===== src/rtl/nmcu_matmul_seq.sv =====
// rtl/nmcu_matmul_seq.sv - matrix-multiply command sequencer in front of the NMCU instruction port
// Optional feature macro: NMCU_MATMUL_SEQ_TIMEOUT_EN (response timeout, status 11).
// Ports:
//   clk, rst                        sole clock; synchronous active-high reset
//   cmd_valid_i / cmd_ready_o       command handshake
//   cmd_base_a/b/c_i, cmd_dim_i     row-major bases (B stored transposed) and dimension N
//   instr_valid_o / instr_ready_i   instruction handshake, instr_o carries one INSTR_MAC
//   rsp_valid_i / rsp_ready_o       response handshake, only rsp_i.status is used
//   done_valid_o / done_ready_i     completion handshake with done_status_o, done_count_o
//   busy_o                          FSM not in IDLE

package nmcu_pkg;
  localparam int ADDR_WIDTH = 16;
  localparam int LEN_WIDTH  = 8;
  localparam int DATA_WIDTH = 32;
endpackage

package instr_pkg;
  typedef enum logic [2:0] {
    INSTR_NOP   = 3'd0,
    INSTR_LOAD  = 3'd1,
    INSTR_STORE = 3'd2,
    INSTR_MAC   = 3'd3
  } opcode_t;

  typedef struct packed {
    opcode_t                         opcode;
    logic [nmcu_pkg::ADDR_WIDTH-1:0] addr_a;
    logic [nmcu_pkg::ADDR_WIDTH-1:0] addr_b;
    logic [nmcu_pkg::ADDR_WIDTH-1:0] addr_c;
    logic [nmcu_pkg::LEN_WIDTH-1:0]  len;
    logic [nmcu_pkg::DATA_WIDTH-1:0] data;
  } instruction_t;

  typedef struct packed {
    logic [1:0]                      status;
    logic [nmcu_pkg::DATA_WIDTH-1:0] data;
  } nmcu_cpu_resp_t;
endpackage

module nmcu_matmul_seq #(
  parameter int ADDR_WIDTH     = nmcu_pkg::ADDR_WIDTH,
  parameter int LEN_WIDTH      = nmcu_pkg::LEN_WIDTH,
  parameter int MAX_DIM        = 8,
  parameter int TIMEOUT_CYCLES = 5000
) (
  input  logic                         clk,
  input  logic                         rst,
  input  logic                         cmd_valid_i,
  output logic                         cmd_ready_o,
  input  logic [ADDR_WIDTH-1:0]        cmd_base_a_i,
  input  logic [ADDR_WIDTH-1:0]        cmd_base_b_i,
  input  logic [ADDR_WIDTH-1:0]        cmd_base_c_i,
  input  logic [LEN_WIDTH-1:0]         cmd_dim_i,
  output logic                         instr_valid_o,
  output instr_pkg::instruction_t      instr_o,
  input  logic                         instr_ready_i,
  input  logic                         rsp_valid_i,
  input  instr_pkg::nmcu_cpu_resp_t    rsp_i,
  output logic                         rsp_ready_o,
  output logic                         done_valid_o,
  output logic [1:0]                   done_status_o,
  output logic [2*LEN_WIDTH-1:0]       done_count_o,
  input  logic                         done_ready_i,
  output logic                         busy_o
);

  typedef enum logic [1:0] {IDLE, ISSUE, WAIT_RSP, DONE} state_t;

  state_t                  state_q, state_d;
  logic [ADDR_WIDTH-1:0]   a_ptr_q, b_ptr_q, c_ptr_q, base_b_q;
  logic [LEN_WIDTH-1:0]    dim_q, i_q, j_q;
  logic [2*LEN_WIDTH-1:0]  count_q;
  logic [1:0]              status_q;

  logic cmd_fire, instr_fire, rsp_fire, rsp_ok, last_elem, row_end, dim_bad, dim_zero, timed_out;

  assign cmd_fire   = (state_q == IDLE) && cmd_valid_i;
  assign instr_fire = (state_q == ISSUE) && instr_ready_i;
  assign rsp_fire   = (state_q == WAIT_RSP) && rsp_valid_i;
  assign rsp_ok     = (rsp_i.status == 2'b00);
  assign row_end    = (j_q == dim_q - LEN_WIDTH'(1));
  assign last_elem  = row_end && (i_q == dim_q - LEN_WIDTH'(1));
  assign dim_zero   = (cmd_dim_i == '0);
  assign dim_bad    = (cmd_dim_i > LEN_WIDTH'(MAX_DIM));

  logic unused_rsp_data;
  assign unused_rsp_data = ^rsp_i.data;

`ifdef NMCU_MATMUL_SEQ_TIMEOUT_EN
  localparam int TW = $clog2(TIMEOUT_CYCLES + 1);
  logic [TW-1:0] timer_q;

  // Timer counts completed WAIT_RSP cycles; expiry fires on the last one without a handshake.
  assign timed_out = (state_q == WAIT_RSP) && !rsp_valid_i && (timer_q == TW'(TIMEOUT_CYCLES - 1));

  always_ff @(posedge clk) begin
    if (rst || instr_fire) timer_q <= '0;
    else if (state_q == WAIT_RSP) timer_q <= timer_q + TW'(1);
  end
`else
  localparam int unused_timeout_cycles = TIMEOUT_CYCLES;
  assign timed_out = 1'b0;
`endif

  always_ff @(posedge clk) begin
    if (rst) state_q <= IDLE;
    else     state_q <= state_d;
  end

  always_comb begin
    state_d = state_q;
    case (state_q)
      IDLE:     if (cmd_valid_i) state_d = (dim_zero || dim_bad) ? DONE : ISSUE;
      ISSUE:    if (instr_ready_i) state_d = WAIT_RSP;
      WAIT_RSP: begin
        if (rsp_valid_i) state_d = (!rsp_ok || last_elem) ? DONE : ISSUE;
        else if (timed_out) state_d = DONE;
      end
      DONE:     if (done_ready_i) state_d = IDLE;
      default:  state_d = IDLE;
    endcase
  end

  // Datapath: pointers advance incrementally so no multiplier is needed.
  always_ff @(posedge clk) begin
    if (rst) begin
      a_ptr_q  <= '0;
      b_ptr_q  <= '0;
      c_ptr_q  <= '0;
      base_b_q <= '0;
      dim_q    <= '0;
      i_q      <= '0;
      j_q      <= '0;
      count_q  <= '0;
      status_q <= 2'b00;
    end else if (cmd_fire) begin
      a_ptr_q  <= cmd_base_a_i;
      b_ptr_q  <= cmd_base_b_i;
      c_ptr_q  <= cmd_base_c_i;
      base_b_q <= cmd_base_b_i;
      dim_q    <= cmd_dim_i;
      i_q      <= '0;
      j_q      <= '0;
      count_q  <= '0;
      status_q <= dim_bad ? 2'b10 : 2'b00;
    end else if (rsp_fire) begin
      if (rsp_ok) begin
        count_q <= count_q + (2*LEN_WIDTH)'(1);
        c_ptr_q <= c_ptr_q + ADDR_WIDTH'(1);
        if (!row_end) begin
          j_q     <= j_q + LEN_WIDTH'(1);
          b_ptr_q <= b_ptr_q + ADDR_WIDTH'(dim_q);
        end else begin
          j_q     <= '0;
          b_ptr_q <= base_b_q;
          i_q     <= i_q + LEN_WIDTH'(1);
          a_ptr_q <= a_ptr_q + ADDR_WIDTH'(dim_q);
        end
      end else begin
        status_q <= rsp_i.status;
      end
    end else if (timed_out) begin
      status_q <= 2'b11;
    end
  end

  always_comb begin
    instr_o = '0;
    if (state_q == ISSUE) begin
      instr_o.opcode = instr_pkg::INSTR_MAC;
      instr_o.addr_a = nmcu_pkg::ADDR_WIDTH'(a_ptr_q);
      instr_o.addr_b = nmcu_pkg::ADDR_WIDTH'(b_ptr_q);
      instr_o.addr_c = nmcu_pkg::ADDR_WIDTH'(c_ptr_q);
      instr_o.len    = nmcu_pkg::LEN_WIDTH'(dim_q);
    end
  end

  assign cmd_ready_o   = (state_q == IDLE);
  assign instr_valid_o = (state_q == ISSUE);
  assign rsp_ready_o   = (state_q == WAIT_RSP);
  assign done_valid_o  = (state_q == DONE);
  assign busy_o        = (state_q != IDLE);
  assign done_status_o = status_q;
  assign done_count_o  = count_q;

endmodule


===== config.mk =====
export PLATFORM = sky130hd
export DESIGN_NAME = nmcu_matmul_seq
export DESIGN_NICKNAME = d
export VERILOG_FILES = /design/src/rtl/nmcu_matmul_seq.sv
export SDC_FILE = /design/constraint.sdc
export NUM_CORES = 1
export LEC_CHECK = 0
export BUFFER_PORTS_ARGS = -buffer_cell sky130_fd_sc_hd__buf_2
export CORE_MARGIN = 4
export CORE_UTILIZATION = 30
export DETAILED_ROUTE_END_ITERATION = 8
export GPL_TIMING_DRIVEN = 0
export PLACE_DENSITY_LB_ADDON = 0.1
export SLEW_MARGIN = 25
export SYNTH_ARGS = -nofsm -noshare
export SYNTH_HDL_FRONTEND = slang
export SYNTH_SLANG_ARGS = --single-unit
export TNS_END_PERCENT = 1

===== constraint.sdc =====
create_clock -name clk -period 3.6 [get_ports clk]
set_clock_uncertainty 0.05 [all_clocks]
set_input_delay 0.54 -clock clk [delete_from_list [all_inputs] [get_ports clk]]
set_output_delay 0.54 -clock clk [all_outputs]
set_load 0.1 [all_outputs]

* After elaboration in Yosys (flattened, before gate mapping)
Index checks and enable logic that the tools add are counted.
Operators by class: add/sub/neg operators 7, $mul 0, divide/modulo/power cells 0, $lt $le $gt $ge 1, eq/ne operators 10, shift-type cells 0, mux-type cells 24, bitwise logic cells 0, reductions and logical operators 20
Operators by type and width (count):
- two-way mux 16 bit | 11
- two-way mux 58 bit | 1
- adder 16 x 1 -> 16 bit, second input constant | 2
- adder 16 x 8 -> 16 bit | 2
- two-way mux 2 bit | 10
- adder 8 x 1 -> 8 bit, second input constant | 2
- == test 8 bit | 2
- > comparator 8 x 4 -> 1 bit, second input constant | 1
- zero test 8 bit | 1
- two-way mux 8 bit | 1
- one-hot mux 2 bit (4 select lines) | 1
- nonzero test 2 bit | 4
- subtractor 8 x 1 -> 8 bit, second input constant | 1
- inequality test 2 bit, second input constant | 3
- AND reduction 2 bit | 3
- AND reduction 3 bit | 2
- == test 2 bit, second input constant | 2
- zero test 2 bit | 2
- inequality test 2 x 1 -> 1 bit, second input constant | 2
- AND reduction 4 bit | 1
- logical AND 1 bit | 3
- == test 2 x 1 -> 1 bit, second input constant | 1
- logical OR 1 bit | 2
- OR reduction 2 bit | 1
- zero test 1 bit | 1
Storage, ports and cells: flip-flop bits (word level) 108, bits in latches 0, memory bits (writable) 0, ROM bits 0, input bits 96, output and inout bits 114, logic and storage cells 72, memories kept 0

* Logic depth before layout (Yosys ltp)
Gate-level depths: netlist of the first run.
depth after elaboration 7, depth in mapped cells 11, mapped depth without buffers 10

* Worst setup path after synthesis of the first run
OpenSTA, ideal clock, no wires.
path kind flip-flop to output port, start register state_q[0], end output instr_o[73] (netlist bit), data arrival time 2.895 ns, required time 3.010 ns, setup slack 0.115 ns, cell stages (with the launch flop) 5, buffers on the path 2, path through dfxtp_1 clkbuf_1 inv_1 clkbuf_1 nor3_1
RTL lines:
- from (decl) | RTL line 70 | state_t state_q, state_d;
- from (signal assigned) | RTL line 108 | else state_q <= state_d;
- to (decl) | RTL line 56 | output instr_pkg::instruction_t instr_o,

==> results of run 1 <==
how the worst max path moves through the flow:
stage | start | to | cells after the start
finish | state_q[0]$_SDFFE_PP0P_ | instr_o[72] | 7
global route | state_q[0]$_SDFFE_PP0P_ | instr_o[72] | 7
CTS | state_q[0]$_SDFFE_PP0P_ | instr_o[72] | 7
detailed placement | dim_q[0]$_SDFFE_PP0P_ | b_ptr_q[9]$_SDFFE_PP0P_ | 11
global placement | dim_q[0]$_SDFFE_PP0P_ | b_ptr_q[9]$_SDFFE_PP0P_ | 11
floorplan | state_q[0]$_SDFFE_PP0P_ | instr_o[73] | 4
layout make-up:
| cell class | instances | area (sq um) | share of cell area |
|---|---|---|---|
| flip-flops and latches | 108 | 2162 | 0.2590 |
| clock inverters | 7 | 76.32 | 0.009144 |
| well taps | 280 | 350.3 | 0.04197 |
| multi-input cells | 701 | 4254 | 0.5097 |
| repair buffers | 146 | 735.7 | 0.08814 |
| plain buffers | 85 | 471.7 | 0.05651 |
| clock buffers | 9 | 225.2 | 0.02698 |
| inverters | 19 | 71.32 | 0.008544 |
cells by family (layout without fill, tap and decap cells):
| kind of cell | after synthesis | count (layout) | synth area share |
|---|---|---|---|
| flops | 108 | 108 | 0.3168 |
| fa+ha+maj | 23 | 23 | 0.04437 |
| buf+inv | 104 | 266 | 0.07921 |
| xor+xnor | 61 | 61 | 0.08453 |
| mux | 2 | 2 | 0.002934 |
| other cells | 1 | 33 | 0.0005495 |
| simple gates | 407 | 407 | 0.2954 |
| compound gates | 175 | 175 | 0.1762 |
registers in the layout (all words and copies together), names as in the netlist:
| name | cells |
|---|---|
| a_ptr_q | 16 |
| b_ptr_q | 16 |
| base_b_q | 16 |
| c_ptr_q | 16 |
| dim_q | 8 |
| done_count_o | 16 |
| done_status_o | 2 |
| i_q | 8 |
| j_q | 8 |
| state_q | 2 |
metal layers:
layer | vias to the layer above | track usage | wire [microns]
li1 | 3431 | - | -
met1 | 3239 | 0.2762 | 12380
met2 | 203 | 0.3164 | 11370
met3 | 25 | 0.03084 | 1202
met4 | 0 | 0.05404 | 472
met5 | - | 0 | 0
worst max-delay path: stages, from the launching register on:
cell and delay (ns):
dfxtp_1 0.31, clkbuf_1 0.28, inv_1 0.13, nor2_1 0.27, clkbuf_2 0.31, clkbuf_1 0.43
and2_1 0.27, buf_2 0.46
where the power goes:
part	total [uW]	leakage, uW	internal, uW	switching (uW)
sequential	1430	0.000884	1310	127
clock	1060	0.000142	545	514
combinational	1440	0.00250	372	1060
stage by stage:
stage	total power [uW]	setup WS, ns	util
3_3_place_gp	2885	-0.05132	0.3628
2_1_floorplan	2528	0.1148	-
6_report	3929	0.1847	0.3778
5_1_grt	4116	-0.03704	0.3778
3_5_place_dp	2886	-0.05257	0.3628
4_1_cts	3953	0.001002	0.3772
synth_stat cells, drive strengths merged, types with 8 or more instances:
cell / count
clkbuf: 38
or3: 11
a311oi: 15
o21ai: 24
a21boi: 8
dfxtp: 108
a31oi: 8
xor2: 28
buf: 47
a21oi: 46
nor2: 92
ha: 21
nand3: 33
inv: 18
nor3: 29
and3: 12
o211ai: 8
a211oi: 17
nor4: 12
nand2: 119
nand4: 16
and2: 56
xnor2: 31
timing repair:
item                       4_1_cts  5_1_grt
setup buffers                    2        0
setup endpoints to repair        5       31
hold buffers                     0        0
pin swaps                        1        0
gates cloned                     0        0
gates resized for setup          0        5
==> metrics.cfg, run 1 <==
[synthesis]
syn_area_sq_um=6824
synth_warnings=0
synth_top_cell_by_area=dfxtp_1
async_flop_share=0
synth_edf_count=0
synth_top_area_share=0.3168
syn_area_per_cell_sq_um=7.746
synth_flop_cell=dfxtp_1
ys_seq_elements=108
synthTopCellsByArea=dfxtp_1 (32%), nand2_1 (6.5%), and2_1 (5.1%)
synthDistinctLibCells=69
seq_area_frac_synth=0.3168
syn_inst=881

[worst_setup_path]
arrival_ns=2.83
r2r-end=b_ptr_q[15]$_SDFFE_PP0P_
cp_max_fo=10
cp-start-kind=register
reg2reg_slack_ns=0.22
crit_type=register to output port
reg2regPathDepth=10
required_ns=3.01
cp-end-kind=output port
timing.rr.start=dim_q[1]$_SDFFE_PP0P_

[worst_hold_path]
min-delay-start=cmd_base_a_i[9]
hold_path_depth=3
hold_class=primary input to register
min_to=a_ptr_q[9]$_SDFFE_PP0P_

[floorplanning]
core_sq_um=22090
die_y_microns=158.8
dieWidth_microns=158.8
ioPinCount=210
dieArea_sq_um=25220
start_util=0.3089
rows=54

[power]
power.leakage_uw=0.003529
powerDensity_nw_per_um2=470.7
ir_drop_v=0.0002525

[route]
routed_wl_microns=25430
via_per_inst=5.091
drt-initial-drc-count=425
dr.pass1.iters=5
avgRoutedWirePerCell_microns=18.77
ant_nets=0
drc=0
vias=6898

[sta]
slew_violations=0
relSlewSlack=0.3152
rsz0062_at_grt=true
fmax_mhz=292.8
timing.final.crit_share=0.9487
hold_viol=0
whs_ns=0.3738
setup_violations=0
finalWorstPathRequiredPeriod_ns=3.415
finalSetupTns_ns=0
worst_pin_slew_ns=1.025

[cells_and_area]
area_growth_pct=22.31
drive_above_1_share=0.2047
n_antenna_cell=0
fill_cells=2411
fin_cells=1355
layout_common_cells=buf_2 (150), nand2_1 (119), dfxtp_1 (108), nor2_1 (90), and2_1 (56)
nNetsFinal=1189
final_common_cell=buf_2
fin_area_sq_um=8347

[outcome]
status=completed

[global_routing]
grt_pass1_wl_microns=39550
antenna_found_initial=0
grt_pass1_vias=6752
globalRouteTotalUtil=0.1971
grt_overflow=0
grt_max_degree=19

[cts]
clk_pin_slew_ns=0.08
clock_path_buffers=2
cts_sinks=108
htreeDepth=3
cts-root-buf=clkbuf_16
cts_tree=built
cts-buffers-inserted=9
insertion_delay_ns=0.36

[placement]
port_buffers=144
placed_cell_area_sq_um=8016
dp.cells=1337
gp_congestion=0.8421
detailed_place_hpwl_microns=19400

[job]
drv_cap=0

Note: power is estimated with default switching activity, not from simulation.
==> inputs of run 2 (changes only) <==
--- a/config.mk
+++ b/config.mk
@@ -5,7 +5,9 @@
 export SDC_FILE = /design/constraint.sdc
 export NUM_CORES = 1
 export LEC_CHECK = 0
+export ABC_AREA = 1
 export BUFFER_PORTS_ARGS = -buffer_cell sky130_fd_sc_hd__buf_2
+export CAP_MARGIN = 10
 export CORE_MARGIN = 4
 export CORE_UTILIZATION = 30
 export DETAILED_ROUTE_END_ITERATION = 8
==> run 2 against run 1 <==
Compared with the run above:
- first-iteration DRC count is 32% higher
- largest power group unchanged
- largest cell class unchanged
- design area rose by 9.3%
- via count is 19% higher
- critical path depth is the same
- register-to-register slack improved by 0.56 ns
- die area up 10%
- setup slack better by 0.14 ns
- critical path type unchanged
- highest routed layer unchanged
==> metrics.cfg, run 2 <==
[outcome]
status=completed

[synthesis]
synth_top_area_share=0.2862
syn_area_sq_um=7553
synthDistinctLibCells=47
synth_flop_cell=dfxtp_1
synth_warnings=0
synthTopCellsByCount=nand2_1 (232), nor2_1 (184), inv_1 (149), nand3_1 (112), dfxtp_1 (108)
synth.most_common_cell=nand2_1
synth_top_cell_by_area=dfxtp_1
syn_area_per_cell_sq_um=6.279
syn_inst=1203
async_flop_share=0
synthTopCellsByArea=dfxtp_1 (29%), nand2_1 (12%), nor2_1 (9.1%)
seq_area_frac_synth=0.2862
synth_edf_count=0
ys_seq_elements=108

[route]
drt-initial-drc-count=563
dr.pass1.iters=5
ant_nets=0
vias=8205
via_per_inst=4.773
routed_wl_microns=28160
avgRoutedWirePerCell_microns=16.38
top_layer_used=met4
met2WireLength_microns=12100
drc=0
met3_length_microns=1773
wl_met1_microns=13880

[cells_and_area]
drive_above_1_share=0.1756
nNetsFinal=1509
utilization=0.3718
layout_common_cells=nand2_1 (232), nor2_1 (183), buf_2 (154), inv_1 (149), nand3_1 (112)
fill_cells=2773
area_growth_pct=20.76
final_common_cell=nand2_1
n_antenna_cell=0

[worst_setup_path]
worstPathCellList=inv_1 > nor2_2 > inv_1 > clkbuf_1 > buf_1 > nor2_1 > buf_2
cp-start-kind=register
crit_type=register to output port
cp_top_family=buffers and inverters
required_ns=3.01
slowest_delay_ns=0.49
cp-end-kind=output port
arrival_ns=2.69
path_buf_inv=5
slowest_stage=buf_2
crit_top_cell=inv_1
cp_max_fo=10

[sta]
hold_viol=0
finalWorstPathRequiredPeriod_ns=3.278
worst_pin_slew_ns=0.8349
relSlewSlack=0.4434
rsz0062_at_grt=false
timing.final.crit_share=0.9105
slew_violations=0
fmax_mhz=305.1
setup_violations=0
whs_ns=0.3677
finalSetupTns_ns=0

[global_routing]
grt_pass1_vias=7973
grt_pass1_wl_microns=44290
antenna_found_initial=0
grt_max_degree=21
globalRouteTotalUtil=0.1996
grt_overflow=0

[floorplanning]
rows=57
core_sq_um=24530
die_y_microns=166.7
dieArea_sq_um=27780
start_util=0.3079
dieWidth_microns=166.7
ioPinCount=210

[worst_hold_path]
hold_class=primary input to register

[placement]
port_buffers=144
gp_congestion=0.8546
detailed_place_hpwl_microns=22160

[cts]
insertion_delay_ns=0.37
cts_sinks=108
cts_tree=built
post-cts-setup-buffers=0
clk_pin_slew_ns=0.09
cts-buffers-inserted=9
htreeDepth=3
cts.repair.resized=0
ctsHoldBuffers=0
clock_path_buffers=2
cts-root-buf=clkbuf_16

[power]
powerDensity_nw_per_um2=469.4
ir_drop_v=0.0002245
power.leakage_uw=0.004332
total_power_uw=4282

[job]
drv_cap=0

## run 2: cell count changes after synthesis, sizes merged, moves of 13 or more
| cell | before | now |
|---|---|---|
| inv | 18 | 155 |
| nand2 | 119 | 240 |
| nor2 | 92 | 196 |
| nand3 | 33 | 115 |
| and2 | 56 | 1 |
| o21ai | 24 | 69 |
| a21oi | 46 | 88 |
| xnor2 | 31 | 9 |
| clkbuf | 38 | 24 |
| a211oi | 17 | 4 |
| a311oi | 15 | 2 |
## run 2: power by group
group          leakage, uW  switching [uW]  total, uW  internal [uW]
clock network     0.000153             552       1110            562
logic              0.00330            1300       1740            435
registers         0.000883             126       1430           1310
total              0.00433            1980       4280           2300
## run 2: stage by stage
stage | area, sq um | worst slack, ns | std cells
finish | 9121 | 0.3221 | 1719
detailed placement | 8802 | 0.7485 | 1703
CTS | 9121 | 0.3176 | 1719
floorplan | 7676 | -0.1936 | 1235
global route | 9121 | 0.1793 | 1719
global placement | 8802 | 0.7477 | 1703
## run 2: worst register-to-register path, delay by kind of cell, from the launching register on
kind                     cells  cell delay [ns]
adder cells (fa/ha/maj)      1             0.23
buffers and inverters        5             0.68
AND/OR/NAND/NOR             11             1.18
flip-flops                   1             0.59
## run 2: area by class of cell
cell class              instances  area, sq um  area share
well taps                     324        405.4     0.04444
inverters                     156        588.1     0.06447
clock buffers                   9        225.2     0.02469
plain buffers                  83        485.5     0.05322
multi-input cells             888         4441      0.4868
clock inverters                 7        93.84     0.01029
repair buffers                144        720.7     0.07901
flip-flops and latches        108         2162      0.2370
## run 2: layer usage
| layer | global-route usage | vias to the layer above |
|---|---|---|
| li1 | - | 4193 |
| met2 | 0.3111 | 265 |
| met3 | 0.03674 | 29 |
| met1 | 0.2873 | 3718 |
| met4 | 0.04660 | 0 |
| met5 | 0 | - |
## run 2: path summary, 6_finish.rpt
check / start / slack [ns] / to / cells after the start
max: state_q[0]$_SDFFE_PP0P_ / 0.32 / instr_o[56] / 7
min: cmd_base_b_i[11] / 0.37 / base_b_q[11]$_SDFFE_PP0P_ / 3
max reg2reg: dim_q[0]$_SDFFE_PP0P_ / 0.78 / a_ptr_q[10]$_SDFFE_PP0P_ / 17
min reg2reg: base_b_q[13]$_SDFFE_PP0P_ / 0.42 / base_b_q[13]$_SDFFE_PP0P_ / 2
## run 2: cell families (layout without fill, tap and decap cells)
family,Yosys count,count (layout),share of synthesized area
AOI/OAI and AO/OA,192,192,0.1390
xor gates and xnor gates,35,35,0.04058
adders and majority gates,23,23,0.04009
buffers and inverters,239,399,0.1421
DFF,108,108,0.2862
other,1,33,0.0004965
and+or+nand+nor,605,605,0.3515
==> inputs of run 3 (changes only) <==
--- a/config.mk
+++ b/config.mk
@@ -8,6 +8,7 @@
 export ABC_AREA = 1
 export BUFFER_PORTS_ARGS = -buffer_cell sky130_fd_sc_hd__buf_2
 export CAP_MARGIN = 10
+export CORE_ASPECT_RATIO = 0.8
 export CORE_MARGIN = 4
 export CORE_UTILIZATION = 30
 export DETAILED_ROUTE_END_ITERATION = 8
==> run 3 against run 2 <==
Compared with the run above:
- design area grew 0.26%
- highest routed layer unchanged
- critical path type unchanged
- sequential share of layout area shrank 0.062 points
- core utilization is essentially flat
==> metrics.cfg, run 3 (synthesis results as in run 2) <==
[cells_and_area]
final_common_cell=nand2_1
fin_area_sq_um=9145
n_antenna_cell=0
nNetsFinal=1509
layout_common_cells=nand2_1 (232), nor2_1 (183), buf_2 (154), inv_1 (149), nand3_1 (112)
layout.area.seq_sq_um=2162
multi_input_area_sq_um=4441
fin_cells=1713
drive_above_1_share=0.1756
area_growth_pct=21.07
utilization=0.3722
fill_cells=2730

[placement]
detailed_place_hpwl_microns=22770
gp_congestion=0.9224
dp.cells=1697
placed_cell_area_sq_um=8795
port_buffers=144

[floorplanning]
ioPinCount=210
die_y_microns=149.9
core_sq_um=24570
dieWidth_microns=185.4
rows=51
dieArea_sq_um=27800
start_util=0.3075

[route]
ant_nets=0
vias=8225
drt-initial-drc-count=626
routed_wl_microns=28410
dr.pass1.iters=5
avgRoutedWirePerCell_microns=16.58
via_per_inst=4.802
drc=0

[power]
sw_frac_of_total=0.4403
p_int_uw=2442
ir_drop_v=0.0002828
switching_power_uw=1921
power.leakage_uw=0.004348
p_clk_frac=0.274
powerDensity_nw_per_um2=477.1
p_comb_frac=0.397
p_seq_frac=0.329

[cts]
clk_pin_slew_ns=0.08
htreeDepth=3
insertion_delay_ns=0.36
clock_path_buffers=2
cts_sinks=108
cts.repair.resized=0
cts_tree=built
post-cts-setup-buffers=0
ctsHoldBuffers=0
cts-buffers-inserted=9
cts-root-buf=clkbuf_16

[worst_setup_path]
required_ns=3.01
cp_max_fo=10
cp-end-kind=output port
cp-start-kind=register
crit_type=register to output port
timing.rr.start=dim_q[0]$_SDFFE_PP0P_
slowest_stage=buf_2
crit_top_cell=inv_1
reg2regPathDepth=10
r2r-end=b_ptr_q[8]$_SDFFE_PP0P_
crit_path_end=instr_o[57]
arrival_ns=2.74
startpoint=state_q[0]$_SDFFE_PP0P_
slowest_delay_ns=0.49
reg2reg_slack_ns=0.68
worstPathCellList=inv_1 > nor2_2 > inv_1 > clkbuf_1 > buf_1 > nor2_1 > buf_2

[job]
drv_cap=0

[sta]
worst_pin_slew_ns=0.8555
fmax_mhz=300.7
slew_violations=0
finalWorstPathRequiredPeriod_ns=3.326
timing.final.crit_share=0.9239
setup_violations=0
hold_viol=0
rsz0062_at_grt=false
relSlewSlack=0.4296

[outcome]
status=completed

[global_routing]
grt_pass1_wl_microns=43170
antenna_found_initial=0
globalRouteTotalUtil=0.2014
grt_pass1_vias=7415
grt_overflow=0
grt_max_degree=18

[worst_hold_path]
hold_class=primary input to register

==> run 3: how the worst min path moves through the flow <==
| stage | cells past startpoint | slack, ns | endpoint | start |
|---|---|---|---|---|
| 6_report | 3 | 0.39 | base_b_q[7]$_SDFFE_PP0P_ | cmd_base_b_i[7] |
| 5_1_grt | 3 | 0.39 | done_status_o[0]$_SDFFE_PP0P_ | rsp_i[32] |
| 4_1_cts | 3 | 0.37 | base_b_q[7]$_SDFFE_PP0P_ | cmd_base_b_i[7] |
| 3_5_place_dp | 2 | 0.41 | done_status_o[0]$_SDFFE_PP0P_ | done_status_o[0]$_SDFFE_PP0P_ |
| 3_3_place_gp | 2 | 0.41 | done_status_o[0]$_SDFFE_PP0P_ | done_status_o[0]$_SDFFE_PP0P_ |
| 2_1_floorplan | 2 | 0.39 | base_b_q[13]$_SDFFE_PP0P_ | base_b_q[13]$_SDFFE_PP0P_ |
==> run 3: layout make-up <==
type                    count  area share
inverters                 156     0.06430
repair buffers            144     0.07881
well taps                 318     0.04351
clock inverters             6     0.01218
multi-input cells         888      0.4856
clock buffers              10     0.02613
flip-flops and latches    108      0.2364
plain buffers              83     0.05309
==> run 3: metal layers <==
metal / up-vias / GRT usage / wire length (microns)
met5: - / 0 / 0
met3: 10 / 0.03281 / 1977
met1: 3755 / 0.3173 / 14670
met4: 0 / 0.03045 / 178
li1: 4192 / - / -
met2: 268 / 0.2902 / 11580
==> run 3: power groups by stage <==
stage	Clock, uW	Combinational (uW)	Sequential [uW]
floorplan	0	1320	1430
global placement	0	1720	1460
detailed placement	0	1720	1460
CTS	1230	1730	1430
global route	1270	1910	1450
finish	1190	1730	1440
==> run 3: through the flow <==
step,setup TNS (ns),hold slack (ns),setup slack [ns],power [uW]
after floorplan,-7.745,0.3925,-0.1936,2748
after global placement,0,0.4073,0.6322,3185
after detailed placement,0,0.4085,0.6772,3183
after CTS,0,0.3747,0.2524,4391
after global routing,0,0.3890,0.09522,4623
final,0,0.3882,0.2741,4363
==> run 3: critical path, delay by kind of cell (launching register included) <==
family / cells / cell delay (ns)
and+or+nand+nor: 2 / 0.47
buffers and inverters: 5 / 1.45
DFF: 1 / 0.45
